**src/rtl/pc_seq_pkg.sv**
```systemverilog
// Shared opcode encodings for the program-counter sequencer and its return stack.
package pc_seq_pkg;

  localparam int unsigned PC_OP_W = 3;

  localparam logic [PC_OP_W-1:0] OP_HOLD = 3'b000;
  localparam logic [PC_OP_W-1:0] OP_INC  = 3'b001;
  localparam logic [PC_OP_W-1:0] OP_JMP  = 3'b010;
  localparam logic [PC_OP_W-1:0] OP_BR   = 3'b011;
  localparam logic [PC_OP_W-1:0] OP_CALL = 3'b100;
  localparam logic [PC_OP_W-1:0] OP_RET  = 3'b101;
  localparam logic [PC_OP_W-1:0] OP_RST  = 3'b110;
  localparam logic [PC_OP_W-1:0] OP_RSVD = 3'b111;

endpackage

```
**src/rtl/pc_ret_stack.sv**
```systemverilog
// Return-address LIFO, updated on the falling clock edge. Push-when-full and
// pop-when-empty are silently ignored; clear has priority over both.
module pc_ret_stack #(
  parameter int unsigned PC_W  = 16,
  parameter int unsigned DEPTH = 4,
  localparam int unsigned CntW = $clog2(DEPTH + 1)
) (
  input  logic            clk_i,
  input  logic            rst_ni,
  input  logic            push_i,
  input  logic            pop_i,
  input  logic            clear_i,
  input  logic [PC_W-1:0] data_i,
  output logic [PC_W-1:0] top_o,
  output logic [CntW-1:0] count_o,
  output logic            full_o,
  output logic            empty_o
);

  localparam int unsigned IdxW = (DEPTH > 1) ? $clog2(DEPTH) : 1;

  logic [PC_W-1:0] mem_q [DEPTH];
  logic [CntW-1:0] count_q, count_d;
  logic [IdxW-1:0] wr_idx, rd_idx;
  logic            do_push, do_pop;

  assign full_o  = (count_q == CntW'(DEPTH));
  assign empty_o = (count_q == '0);
  assign count_o = count_q;

  assign do_push = push_i && !full_o && !clear_i;
  assign do_pop  = pop_i && !empty_o && !clear_i;

  // Index truncation is harmless: writes are blocked when full, reads unused when empty.
  assign wr_idx = IdxW'(count_q);
  assign rd_idx = IdxW'(count_q - CntW'(1));
  assign top_o  = mem_q[rd_idx];

  always_comb begin
    count_d = count_q;
    if (clear_i) begin
      count_d = '0;
    end else if (do_push) begin
      count_d = count_q + CntW'(1);
    end else if (do_pop) begin
      count_d = count_q - CntW'(1);
    end
  end

  always_ff @(negedge clk_i or negedge rst_ni) begin
    if (!rst_ni) begin
      count_q <= '0;
    end else begin
      count_q <= count_d;
    end
  end

  // Storage needs no reset; occupancy alone defines which entries are valid.
  always_ff @(negedge clk_i) begin
    if (do_push) begin
      mem_q[wr_idx] <= data_i;
    end
  end

endmodule

```
**src/rtl/pc_seq_unit.sv**
```systemverilog
// Program-counter sequencer with relative branch, call/return stack and sticky
// stack-fault flag. Define PC_TRAP_EN to redirect faults to TRAP_VEC.
module pc_seq_unit
  import pc_seq_pkg::*;
#(
  parameter int unsigned     PC_W      = 16,
  parameter int unsigned     OFF_W     = 8,
  parameter int unsigned     DEPTH     = 4,
  parameter logic [PC_W-1:0] RESET_VEC = '0,
  parameter logic [PC_W-1:0] TRAP_VEC  = {PC_W{1'b1}}
) (
  input  logic                         I_clk,
  input  logic                         I_rst_n,
  input  logic                         I_en,
  input  logic [PC_OP_W-1:0]           I_opcode,
  input  logic [PC_W-1:0]              I_target,
  input  logic [OFF_W-1:0]             I_offset,
  output logic [PC_W-1:0]              O_pc,
  output logic [$clog2(DEPTH+1)-1:0]   O_sp,
  output logic                         O_stack_full,
  output logic                         O_stack_empty,
  output logic                         O_err
);

`ifdef PC_TRAP_EN
  localparam bit TrapEn = 1'b1;
`else
  localparam bit TrapEn = 1'b0;
`endif

  logic [PC_W-1:0] pc_q, pc_d;
  logic            err_q, err_d;
  logic [PC_W-1:0] pc_inc, off_ext, stk_top;
  logic            push, pop, clear, fault;
  logic            stk_full, stk_empty;

  assign pc_inc  = pc_q + PC_W'(1);
  assign off_ext = PC_W'($signed(I_offset));

  always_comb begin
    pc_d  = pc_q;
    err_d = err_q;
    push  = 1'b0;
    pop   = 1'b0;
    clear = 1'b0;
    fault = 1'b0;
    if (I_en) begin
      case (I_opcode)
        OP_INC: pc_d = pc_inc;
        OP_JMP: pc_d = I_target;
        OP_BR:  pc_d = pc_q + off_ext;
        OP_CALL: begin
          pc_d  = I_target;
          push  = !stk_full;
          fault = stk_full;
        end
        OP_RET: begin
          if (stk_empty) begin
            pc_d  = pc_inc;
            fault = 1'b1;
          end else begin
            pc_d = stk_top;
            pop  = 1'b1;
          end
        end
        OP_RST: begin
          pc_d  = RESET_VEC;
          err_d = 1'b0;
          clear = 1'b1;
        end
        OP_RSVD: fault = 1'b1;
        default: ;
      endcase
      if (fault) begin
        err_d = 1'b1;
        if (TrapEn) begin
          pc_d = TRAP_VEC;
        end
      end
    end
  end

  always_ff @(negedge I_clk or negedge I_rst_n) begin
    if (!I_rst_n) begin
      pc_q  <= RESET_VEC;
      err_q <= 1'b0;
    end else begin
      pc_q  <= pc_d;
      err_q <= err_d;
    end
  end

  pc_ret_stack #(
    .PC_W  (PC_W),
    .DEPTH (DEPTH)
  ) u_stack (
    .clk_i   (I_clk),
    .rst_ni  (I_rst_n),
    .push_i  (push),
    .pop_i   (pop),
    .clear_i (clear),
    .data_i  (pc_inc),
    .top_o   (stk_top),
    .count_o (O_sp),
    .full_o  (stk_full),
    .empty_o (stk_empty)
  );

  assign O_pc          = pc_q;
  assign O_err         = err_q;
  assign O_stack_full  = stk_full;
  assign O_stack_empty = stk_empty;

endmodule

```
**config.mk**
```make
export PLATFORM = sky130hd
export DESIGN_NAME = pc_seq_unit
export DESIGN_NICKNAME = d
export VERILOG_FILES = /design/src/rtl/pc_seq_pkg.sv /design/src/rtl/pc_ret_stack.sv /design/src/rtl/pc_seq_unit.sv
export SDC_FILE = /design/constraint.sdc
export NUM_CORES = 1
export LEC_CHECK = 0
export CORE_ASPECT_RATIO = 1.25
export CORE_MARGIN = 10
export CORE_UTILIZATION = 45
export DETAILED_ROUTE_END_ITERATION = 7
export PLACE_DENSITY = 0.74
export REMOVE_ABC_BUFFERS = 1
export SYNTH_ARGS = -nofsm -noshare
export SYNTH_HDL_FRONTEND = slang
export SYNTH_HIERARCHICAL = 1
export SYNTH_SLANG_ARGS = --single-unit
```
**constraint.sdc**
```tcl
create_clock -name I_clk -period 6 [get_ports I_clk]
set_clock_uncertainty 0.1 [all_clocks]
set_input_delay 1.5 -clock I_clk [delete_from_list [all_inputs] [get_ports I_clk]]
set_output_delay 1.5 -clock I_clk [all_outputs]
set_load 0.05 [all_outputs]
```
# After elaboration in Yosys (flattened, before gate mapping)
# Memories as Yosys holds them, arrays and structs flattened.
# Index checks and enable logic that the tools add are counted.
dict set report op_classes {
  reduce_logical 14
  addsub 4
  eq_ne 8
  mul 0
  bitwise_logic 0
  magnitude_cmp 0
  n_mux 19
  n_shift 0
  n_div 0
}
# op n
set op_table {}
lappend op_table {{case mux 16 bit (5 select lines)} 1}
lappend op_table {{adder 16 x 1 -> 16 bit (second input constant)} 1}
lappend op_table {{adder 16 bit} 1}
lappend op_table {{two-way mux 16 bit} 1}
lappend op_table {{== test 3 bit (second input constant)} 5}
lappend op_table {{two-way mux 1 bit} 13}
lappend op_table {{two-way mux 3 bit} 3}
lappend op_table {{== test 3 x 2 -> 1 bit (second input constant)} 2}
lappend op_table {{nonzero test 5 bit} 1}
lappend op_table {{logical AND 1 bit} 4}
lappend op_table {{AND reduction 2 bit} 2}
lappend op_table {{adder 3 x 1 -> 3 bit (second input constant)} 1}
lappend op_table {{== test 3 x 1 -> 1 bit (second input constant)} 1}
lappend op_table {{zero test 1 bit} 3}
lappend op_table {{zero test 3 bit} 1}
lappend op_table {{case mux 1 bit (3 select lines)} 1}
lappend op_table {{nonzero test 3 bit} 1}
lappend op_table {{subtractor 3 x 1 -> 3 bit (second input constant)} 1}
lappend op_table {{nonzero test 2 bit} 1}
lappend op_table {{OR reduction 2 bit} 1}
dict set report word_totals {
  inputBits 30
  rom_bits 0
  n_memories 1
  elab_cells 49
  ram_bits 64
  latch_bits 0
  ff_bits 20
}
# name depth word_bits rd rd_clocked_by_memory_dff wr line_no
set mem_list {}
lappend mem_list {u_stack.mem_q 4 16 1 0 1 pc_ret_stack.sv:22} ;# logic [PC_W-1:0] mem_q [DEPTH];

# Longest topological paths before layout
dict set report logic_depth {
  ltp_word 9
  depth_mapped 14
}

# By module
# Netlist, hierarchy kept.
# module area_each_um2 seq_area_each_um2 instances cells_per_inst
set modules_own_cells {}
lappend modules_own_cells {pc_ret_stack 2623.8 1996.9 1 121}
lappend modules_own_cells {pc_seq_unit 2098.3 425.4 1 261}

==> results.sh <==
export IMPL_drive_gt1_frac=0.375
export IMPL_required_ps=3090
export IMPL_crit_type="in -> reg"
export IMPL_diodes=0
export IMPL_multi_input_area_um2=2580
export IMPL_crit_path_start_kind="input pin"
export IMPL_syn_area_per_cell_um2=12.4
export IMPL_die_h_um=135
export IMPL_r2r_end="O_pc[13]$_DFFE_NN0P_"
export IMPL_synthTopCellsByCount="64 x edfxtp_1, 31 x nor2_1, 21 x ha_1"
export IMPL_total_leakage_power_nw=3.02
export IMPL_num_fill_cells=661
export IMPL_final_cell_area_um2=7190
export IMPL_firstDrtPassIters=6
export IMPL_crit_fanout=2
export IMPL_ctsHoldBuffers=0
export IMPL_hold_end="O_err$_DFFE_NN0P_"
export IMPL_crit_slowest_cell="or3_4"
export IMPL_drv_slew=0
export IMPL_synthDistinctLibCells=62
export IMPL_hold_path_depth=1
export IMPL_netlist_instances=382
export IMPL_slew_limit_headroom=0.573
export IMPL_outcome="finished, violations left"
export IMPL_post_layout_nonfiller_instances=711
export IMPL_yosysWarnings=6
export IMPL_cts_root_buf="clkbuf_16"
export IMPL_ant_nets=0
export IMPL_area_delta_synth_final_pct=52.2
export IMPL_hold_path_class="reg -> reg"
export IMPL_worstSkewPairLatency_ps=410
export IMPL_route_detailed_drc=0
export IMPL_worstSetupEndpointType="register"
export IMPL_viasPerCell=5.96
export IMPL_route_met2_wl_um=7530
export IMPL_finalSetupTns_ps=-2020
export IMPL_die_area_um2=15000
export IMPL_synth_top_area_frac=0.407
export IMPL_wl_met3_um=1160
export IMPL_setup_viol=10
export IMPL_drt_total_wl_um=14600
export IMPL_grt_max_degree=22
export IMPL_clock_sinks=84
export IMPL_met1_length_um=5540
export IMPL_final_core_utilization=0.707
export IMPL_fp_coreArea_um2=10200
export IMPL_synthesis_area_um2=4720
export IMPL_wire_per_inst_um=20.5
export IMPL_synth_largest_area_cell="edfxtp_1"
export IMPL_vias=4238
export IMPL_ys_flop_type="edfxtp_1"
export IMPL_clk_path_buf_depth=2
export IMPL_htreeDepth=3
export IMPL_worst_slack_ps=-331
export IMPL_synthArstFlopShare=0.238
export IMPL_ys_ff_latch=84
export IMPL_dp_hpwl_um=9470
export IMPL_worstPathArrival_ps=3420
export IMPL_timing_rr_start="O_pc[1]$_DFFE_NN0P_"
export IMPL_drv_cap=0
export IMPL_cp_slowest_stage_delay_ps=330
export IMPL_seq_area_um2=2420
export IMPL_rrSetupSlack_ps=3290
export IMPL_grt_overflow=0
export IMPL_ir_drop_mv=0.336
export IMPL_ys_seq_area_frac=0.513
export IMPL_grt_pass1_vias=4519
export IMPL_power_mw=3.28
export IMPL_grt_usage=0.187
export IMPL_io_pins=52
export IMPL_top_layer="met4"
export IMPL_die_w_um=112
export IMPL_yosysMostFrequentCell="edfxtp_1"
export IMPL_cpMostUsedCell="o31a_1"
export IMPL_rsz0062_at_grt="true"
export IMPL_portBuffers=51
export IMPL_cts_tree="done"
export IMPL_synth_area_leaders="edfxtp_1 41%, dfrtn_1 11%, mux4_2 7.6%, ha_1 5.6%, xnor2_1 3.0%"
export IMPL_numCtsBuffers=9
export IMPL_grt_pass1_wl_um=23000
export IMPL_start_util=0.465
export IMPL_synth_edf_count=64
export IMPL_drt_iter0_drc=372
export IMPL_crit_chain="buf_8, ha_4, inv_2, fa_2, nor2b_4, o31a_1, o31a_1, or3_4, a21oi_2, nor3_1, o32a_1"
export IMPL_hold_path_startpoint="O_err$_DFFE_NN0P_"
export IMPL_r2r_cells=9
export IMPL_antenna_found_initial=0
export IMPL_clkTransAtPathRegs_ps=50
export IMPL_dpl_cell_count=613
export IMPL_placed_cell_area_um2=6070
export IMPL_power_density_nw_per_um2=456
export IMPL_fin_nets=630
export IMPL_rows=41
export IMPL_hold_violations=0
export IMPL_tightest_slew_ps=637
export IMPL_violations="negative setup slack"
export IMPL_gp_congestion=0.851
[placed cells by master (no fill, tap or decap), types with 9 or more instances in the layout]
cell / instances
buf_4: 75
dfrtn_1: 20
a21o_1: 9
clkdlybuf4s50_1: 17
buf_6: 11
edfxtp_1: 64
o21ai_0: 13
a21oi_1: 12
buf_12: 25
xnor2_1: 13
clkbuf_16: 9
inv_1: 75
ha_4: 13
nor2_1: 29
nand2_1: 19
mux4_2: 16
[cells by family (layout without fill, tap and decap cells)]
group                      after synthesis  count (layout)  share of synthesized area
AOI/OAI and AO/OA                       99              99                      0.162
xor gates and xnor gates                22              22                     0.0408
adders and majority gates               22              22                     0.0599
buffers and inverters                   34             234                     0.0336
DFF                                     84              84                      0.513
muxes                                   18              18                     0.0808
and+or+nand+nor                        103             103                      0.110
[metrics by stage]
step / hold slack [ps] / worst slack [ps]
after detailed placement: 387 / -1150
final: 379 / -331
after global routing: 415 / -417
after global placement: 378 / -1110
after floorplan: 554 / -754
after CTS: 389 / -479
[registers in the layout (all words and copies together) (netlist names)]
signal and count:
O_err 1, O_pc 16, u_stack/count_o 3, u_stack/mem_q 64
[critical path: cells and delay by family]
kind                       cells  cell delay, ps
AOI/OAI and AO/OA              4             950
and+or+nand+nor                3             440
adders and majority gates      2             370
buffers and inverters          2             150
[where the power goes]
part	leakage, nW	total, mW	internal [mW]	switching [mW]
Clock	0.468	0.692	0.336	0.355
Sequential	0.811	0.868	0.748	0.120
Combinational	1.74	1.72	0.829	0.891
[area by class of cell]
type	instances	share of cell area
Sequential cell	84	0.337
Timing Repair Buffer	140	0.202
Tap cell	129	0.0225
Clock buffer	9	0.0313
Inverter	15	0.00784
Multi-Input combinational cell	264	0.360
Clock inverter	70	0.0392
[worst max-delay path by stage]
stage                                         startpoint                    to  slack (ps)  cells after the start
final                                        I_offset[0]  O_pc[12]$_DFFE_NN0P_        -330                     11
after global routing                         I_offset[0]  O_pc[13]$_DFFE_NN0P_        -420                     11
after detailed placement                     I_offset[0]  O_pc[12]$_DFFE_NN0P_       -1150                     11
after global placement                       I_offset[0]  O_pc[12]$_DFFE_NN0P_       -1110                     11
after CTS                                    I_offset[0]  O_pc[12]$_DFFE_NN0P_        -480                     11
after floorplan           u_stack/count_o[0]$_DFFE_NN0P_         O_stack_empty        -750                      4
[what timing repair did]
| item | CTS | global route |
|---|---|---|
| cloned | 1 | 0 |
| endpoints found under the setup margin | 85 | 18 |
| resized for setup | 98 | 28 |
| pin swaps | 47 | 32 |
| setup buffers | 15 | 7 |
[routing by layer]
metal  track usage  vias to the layer above
met5             0                        -
met4        0.0637                        0
met3        0.0581                       44
met2         0.324                      226
met1         0.212                     2081
li1              -                     1887
(Power assumes the default switching activity.)
